$ cat src/rtl/dmem_responder.sv
// Fixed-latency single-port data memory responder with byte-masked writes.
// Optional build macro DMEM_RESP_ERR_EN adds an err output for conflicting or out-of-range requests.
module dmem_responder #(
  parameter int LATENCY   = 2,
  parameter int ADDR_BITS = 8
) (
  input  logic        clk,
  input  logic        rst_n,
  input  logic        mem_read,
  input  logic        mem_write,
  input  logic [15:0] mem_address,
  input  logic [15:0] mem_wdata,
  input  logic [1:0]  mem_byte_enable,
  output logic        mem_resp,
  output logic [15:0] mem_rdata
`ifdef DMEM_RESP_ERR_EN
  ,
  output logic        err
`endif
);

  localparam int         DEPTH    = 1 << ADDR_BITS;
  localparam logic [3:0] CNT_LOAD = (LATENCY > 1) ? 4'(LATENCY - 2) : 4'd0;

  typedef enum logic [1:0] {IDLE, BUSY, RESP} state_t;

  state_t                state, state_next;
  logic [3:0]            count, count_next;
  logic                  accept;
  logic                  req_err;
  logic [ADDR_BITS-1:0]  word_q;
  logic [15:0]           wdata_q;
  logic [1:0]            mask_q;
  logic                  write_q;
  logic                  err_q;
  logic                  err_hit;
  logic [15:0]           stored;
  logic [15:0]           merged;
  logic [15:0]           resp_word;
  logic [15:0]           rdata_q;
  logic [15:0]           mem [DEPTH];

  assign accept  = (state == IDLE) && (mem_read || mem_write);
  assign req_err = (mem_read && mem_write) || ((mem_address >> (ADDR_BITS + 1)) != 16'd0);

  // NOTE: every output of a combinational block gets a default first, so no path leaves it unassigned and no latch is inferred.
  always_comb begin
    state_next = state;
    count_next = count;
    unique case (state)
      IDLE: begin
        if (accept) begin
          if (LATENCY == 1) begin
            state_next = RESP;
          end else begin
            state_next = BUSY;
            count_next = CNT_LOAD;
          end
        end
      end
      BUSY: begin
        if (count == 4'd0) state_next = RESP;
        else               count_next = count - 4'd1;
      end
      RESP:    state_next = IDLE;
      default: state_next = IDLE;
    endcase
  end

  // NOTE: sequential state uses non-blocking assignments so every register samples pre-edge values.
  always_ff @(posedge clk) begin
    if (!rst_n) begin
      state   <= IDLE;
      count   <= 4'd0;
      rdata_q <= 16'h0000;
      err_q   <= 1'b0;
    end else begin
      state <= state_next;
      count <= count_next;
      if (accept)         err_q   <= req_err;
      if (state == RESP)  rdata_q <= resp_word;
    end
  end

  // Request capture is pure datapath; its contents only matter once a request is accepted.
  always_ff @(posedge clk) begin
    if (accept) begin
      word_q  <= mem_address[ADDR_BITS:1];
      wdata_q <= mem_wdata;
      mask_q  <= mem_byte_enable;
      write_q <= mem_write;
    end
  end

`ifdef DMEM_RESP_ERR_EN
  assign err_hit = err_q;
  assign err     = mem_resp && err_q;
  logic  unused_bits;
  assign unused_bits = mem_address[0];
`else
  assign err_hit = 1'b0;
  logic  unused_bits;
  assign unused_bits = ^{mem_address[0], err_q};
`endif

  assign stored    = mem[word_q];
  assign merged    = {mask_q[1] ? wdata_q[15:8] : stored[15:8],
                      mask_q[0] ? wdata_q[7:0]  : stored[7:0]};
  assign resp_word = err_hit ? 16'h0000 : (write_q ? merged : stored);
  assign mem_resp  = (state == RESP);
  assign mem_rdata = mem_resp ? resp_word : rdata_q;

  // NOTE: storage has no reset; rst_n only blocks the commit of an aborted request.
  always_ff @(posedge clk) begin
    if (rst_n && state == RESP && write_q && !err_hit) mem[word_q] <= merged;
  end

endmodule

$ cat config.mk
export PLATFORM = sky130hd
export DESIGN_NAME = dmem_responder
export DESIGN_NICKNAME = d
export VERILOG_FILES = /design/src/rtl/dmem_responder.sv
export SDC_FILE = /design/constraint.sdc
export NUM_CORES = 2
export LEC_CHECK = 0
export CORE_MARGIN = 5
export CORE_UTILIZATION = 50
export CTS_BUF_LIST = sky130_fd_sc_hd__clkbuf_8 sky130_fd_sc_hd__clkbuf_16
export DETAILED_ROUTE_END_ITERATION = 6
export PLACE_DENSITY = 0.75
export SYNTH_ARGS = -nofsm -noshare
export SYNTH_HDL_FRONTEND = slang
export SYNTH_SLANG_ARGS = --single-unit
export TNS_END_PERCENT = 5
$ cat constraint.sdc
create_clock -name clk -period 17.55 [get_ports clk]
set_input_delay 3.51 -clock clk [delete_from_list [all_inputs] [get_ports clk]]
set_output_delay 3.51 -clock clk [all_outputs]
set_load 0.03 [all_outputs]
# ---- Word-level counts from Yosys, hierarchy flattened
# Memory sizes are Yosys's and may differ from the RTL's. A register that Yosys moved wholly into a read port is not among the register bits.
# Cells that the tools add are included.
dict set report classes {
  addsub 1
  n_reduce_logical 9
  n_mux 13
  n_eq_ne 5
}
# op n
set op_table {}
lappend op_table {{16-bit 2-to-1 mux} 2}
lappend op_table {{8-bit 2-to-1 mux} 3}
lappend op_table {{4-bit 2-to-1 mux} 2}
lappend op_table {{4-bit case mux with 2 select lines} 1}
lappend op_table {{2-bit inequality test (second input constant)} 3}
lappend op_table {{4-bit zero test} 1}
lappend op_table {{2-bit 2-to-1 mux} 2}
lappend op_table {{2-bit case mux with 2 select lines} 1}
lappend op_table {{4-bit by 1-bit subtractor with 4-bit output (second input constant)} 1}
lappend op_table {{1-bit logical AND} 3}
lappend op_table {{3-bit AND reduction} 1}
lappend op_table {{2-bit by 1-bit == test with 1-bit output (second input constant)} 1}
lappend op_table {{2-bit == test (second input constant)} 1}
lappend op_table {{2-bit zero test} 1}
lappend op_table {{1-bit 2-to-1 mux} 2}
lappend op_table {{2-bit AND reduction} 1}
lappend op_table {{2-bit nonzero test} 1}
lappend op_table {{1-bit logical OR} 1}
dict set report word_totals {
  ram_bits 4096
  n_memories 1
  out_inout_bits 17
  word_cells 36
  ff_bits 49
  in_bits 38
}
# memory depth width read_ports rd_ports_with_merged_regs wr line_no
set memory_table {}
lappend memory_table {mem 256 16 1 1 1 41} ;# logic [15:0] mem [DEPTH];

# ---- Depth between registers and ports, before layout
dict set report logic_depth {
  word_depth 5
  mapped_depth 13
  ltp_nobuf 8
}

# ---- Worst setup path after synthesis
# Ideal clock, no wire load.
dict set report synth_path {
  kind {flip-flop to flip-flop}
  from {reg with a tool-made name}
  to {mem mem[0][7], data pin}
  t_arrival_ps 11795
  required_time_ps 15363
  slack_ps 3568
  n_path_buf 5
  path_stages_with_launch 12
  setup_ps 2187
  cell_sequence {dfxtp_1 -> buf_4 -> buf_4 -> buf_2 -> buf_2 -> buf_4 -> mux2i_1 -> o21ai_0 -> o21ai_0 -> a21oi_1 -> nand2_1 -> o21ai_0}
}
# item line_no
set synth_rtl {}
lappend synth_rtl {{end: declaration} 41}

==> metrics.csv <==
stage;metric;value;unit
run_status;status;finished, violations left;
run_status;failing checks;capacitance limit, slew limit;
synthesis;synth unique cells;69;
placed_design;HPWL Detailed;231.2;mm
synthesis;EDFF count, synth;4123;
global_routing;initial antenna violation count;11;
synthesis;Mean Syn Cell Area;22.19;um^2
route;drt pass-1 iters;7;
cts;post-CTS setup buffer count;0;
pwr;Clock power frac;31.9;%
sta;Max Freq;87.62;MHz
floorplan;die area;0.3318;mm^2
cts;CTS max path bufs;4;
pwr;Static Leakage;56.74;nW
synthesis;register area share after synthesis;77.66;%
route;Avg WL per Cell;33.21;um
route;DR iter-0 viols;10770;
sta;RSZ-0062 raised after global routing;no;
sta;Rel. slew slack;-2.267;%
cts;Skew-Pair Late Insertion Delay;0.95;ns
pwr;pwr dens;145.2;mW/mm^2
final_layout;# fillers;22180;
global_routing;vias in the first global route;79720;
flow_run;max_cap viols;1;
cts;Reg clk slew, reported paths;0.06;ns
floorplan;core area;0.3186;mm^2
cts;clk root buf;clkbuf_16;
sta;Tmin final;11.41;ns
route;DRT Wirelength;404.2;mm
global_routing;grt ovf;0;
worst_setup_path;Req. time, crit path;14.04;ns
route;remaining routing DRC violations;0;
sta;skew final;0.07572;ns
pwr;internal power;18.64;mW
floorplan;Chip Width;576.1;um
worst_setup_path;CP endpoint kind;output port;
sta;Least-Margin Pin Slew;1.524;ns
cts;TritonCTS buffer count;404;
cts;Post-CTS Hold Fix Bufs;0;
global_routing;first-pass GRT wire length;578.9;mm
cts;clk sinks;4153;
placed_design;# port buffers;46;
sta;Finish-stage setup viols;0;
sta;setup_tns;0;ns
final_layout;area of the multi-input gates;0.03352;mm^2
final_layout;Reg area;0.1244;mm^2
pwr;Logic pwr share;20.5;%
sta;fin crit share;65.03;%
pwr;worst vdd ir;0.0001714;V
pwr;net switching power figure;7.451;mW
worst_setup_path;worst-path maximum fanout;86;
sta;worst hold slack;0.4983;ns
synthesis;synthesized instance count;7219;
global_routing;GR Util All Layers;24.14;%
worst_setup_path;Startpoint Class;flop;
floorplan;io pins;55;
synthesis;Yosys reg bits;4153;
pwr;Sw Share;28.56;%
sta;final hold violation count;0;
placed_design;routability cong.;0.8834;
route;Post-DRT Antenna Nets;0;
synthesis;Syn. warnings;0;
cts;H-tree depth;5;
route;vias per cell;6.493;
min_path;hold crit path type;reg2reg;
synthesis;post-synthesis instance area;0.1602;mm^2
worst_setup_path;critical path arrival;7.90;ns
cts;CTS tree;done;
route;vias;79030;
synthesis;async set-reset flop share out of synthesis;0;%
floorplan;Starting Density;50.29;%
floorplan;Rows;207;
final_layout;share of layout cells above drive strength 1;26.11;%
synthesis;dominant synthesized flop cell;edfxtp_1;
final_layout;Area Overhead vs Synth;12.13;%
global_routing;largest net degree at the start of global routing;201;
floorplan;Die Ht;576.1;um
sta;final slew viol count;2;
pwr;Seq pwr share;47.6;%
synthesis;Syn Nets;7259;
cts;CTS resizes;0;
worst_setup_path;Crit Path Class;reg2out;
final_layout;Nets;7707;
## per-stage QoR
step | util, % | cell area, um^2 | setup WS, ns | std cells | power, mW
6_report | 56.39 | 179600 | 6.138 | 12170 | 26.09
5_1_grt | 56.39 | 179600 | 5.777 | 12170 | 26.85
4_1_cts | 56.38 | 179600 | 6.466 | 12160 | 26.11
3_5_place_dp | 52.41 | 166900 | 7.484 | 11440 | 17.90
3_3_place_gp | 52.41 | 166900 | 7.477 | 11440 | 17.70
2_1_floorplan | - | 160200 | 3.568 | 7219 | 16.43
## worst max-delay path, cell delays in order, from the launching register on
cell,delay (ns)
dfxtp_4,0.63
buf_4,0.86
buf_12,0.48
buf_4,0.88
mux4_2,0.40
o22ai_1,0.13
nor3_1,0.53
o211ai_1,0.49
o2111ai_1,0.73
nand2_1,0.48
o21ai_1,0.32
clkdlybuf4s50_1,0.71
## cell usage after synthesis, drive strengths merged, types with 3 or more instances
master	n	area share, %
a32oi	3	0.016
a311oi	10	0.055
edfxtp	4123	77
mux2i	295	1.8
o2111ai	20	0.11
clkbuf	116	0.28
mux2	72	0.51
nor2b	21	0.082
a21oi	77	0.24
o211ai	25	0.12
nor3	24	0.075
a21boi	5	0.023
or2	3	0.012
buf	292	1.3
o22ai	79	0.31
a31oi	18	0.070
nand2	237	0.56
nand3b	3	0.014
o21ai	70	0.22
mux4	1000	14
inv	8	0.019
a2111oi	12	0.077
nand2b	19	0.074
a22o	7	0.038
dfxtp	30	0.37
a22oi	121	0.57
nand4	5	0.020
or3b	4	0.022
nor4	5	0.020
o311ai	3	0.021
nand3	53	0.17
and3	5	0.020
and2	9	0.035
a221oi	56	0.31
nor2	332	0.78
a211oi	21	0.10
or3	5	0.020
or4	4	0.019
o22a	5	0.027
## kinds of logic after synthesis
kind of cell    share of synthesized area (%)
fa+ha+maj                             0.01562
buf+inv                                 1.589
flops                                   77.66
simple gates                            1.959
xor+xnor                              0.01094
compound gates                          2.363
mux                                     16.41
## final timing paths
| path | slack [ns] | startpoint | to | cells past startpoint |
|---|---|---|---|---|
| min | 0.50 | rdata_q[14]$_SDFF_PN0_ | rdata_q[14]$_SDFF_PN0_ | 2 |
| max reg2reg | 8.31 | flop | mem[225][12]$_DFFE_PP_ | 13 |
| min reg2reg | 0.50 | rdata_q[14]$_SDFF_PN0_ | rdata_q[14]$_SDFF_PN0_ | 2 |
| max | 6.14 | flop | mem_rdata[12] | 11 |
## flip-flops by register name (all words and copies together), names as in the netlist, named ones only
signal   flops
rdata_q     16
wdata_q     16
mem       4096
mask_q       2
write_q      1
word_q       8
count        4
state        2
## layout make-up
cell class	instances	share of cell area (%)
flip-flops and latches	4153	69.27
diodes	8	0.01114
clock inverters	309	1.308
inverters	8	0.02020
repair buffers	450	2.077
well taps	4180	2.911
clock buffers	413	5.747
multi-input cells	2650	18.66
## layout by cell type (no fill, tap or decap), drive strengths merged, types with 30 or more instances in the layout
master         synthesis  layout
a221oi                56      56
mux2i                295     295
o22ai                 79      79
nand2                237     237
inv                    8      98
bufinv                 0      31
a21oi                 77      77
clkbuf               116     413
dfxtp                 30      30
o21ai                 70      70
mux4                1000    1000
clkinv                 0     179
clkdlybuf4s50          0      46
mux2                  72      72
nand3                 53      53
nor2                 332     332
a22oi                121     121
edfxtp              4123    4123
buf                  292     404
## power by group through the flow
stage,registers [mW],logic (mW),clock network [mW]
after floorplan,13.2,3.22,0
after global placement,12.6,5.09,0
after detailed placement,12.6,5.28,0
after CTS,12.4,5.30,8.40
after global routing,12.4,5.59,8.85
final,12.4,5.35,8.33
## layer usage
| metal | global-route usage [%] | vias to the layer above | wire length (um) |
|---|---|---|---|
| met5 | 0 | - | 47 |
| met4 | 12.56 | 8 | 25290 |
| met3 | 6.638 | 1069 | 48850 |
| met2 | 37.78 | 5379 | 192300 |
| met1 | 31.28 | 41220 | 137700 |
| li1 | - | 31350 | - |
(Power assumes the default switching activity.)
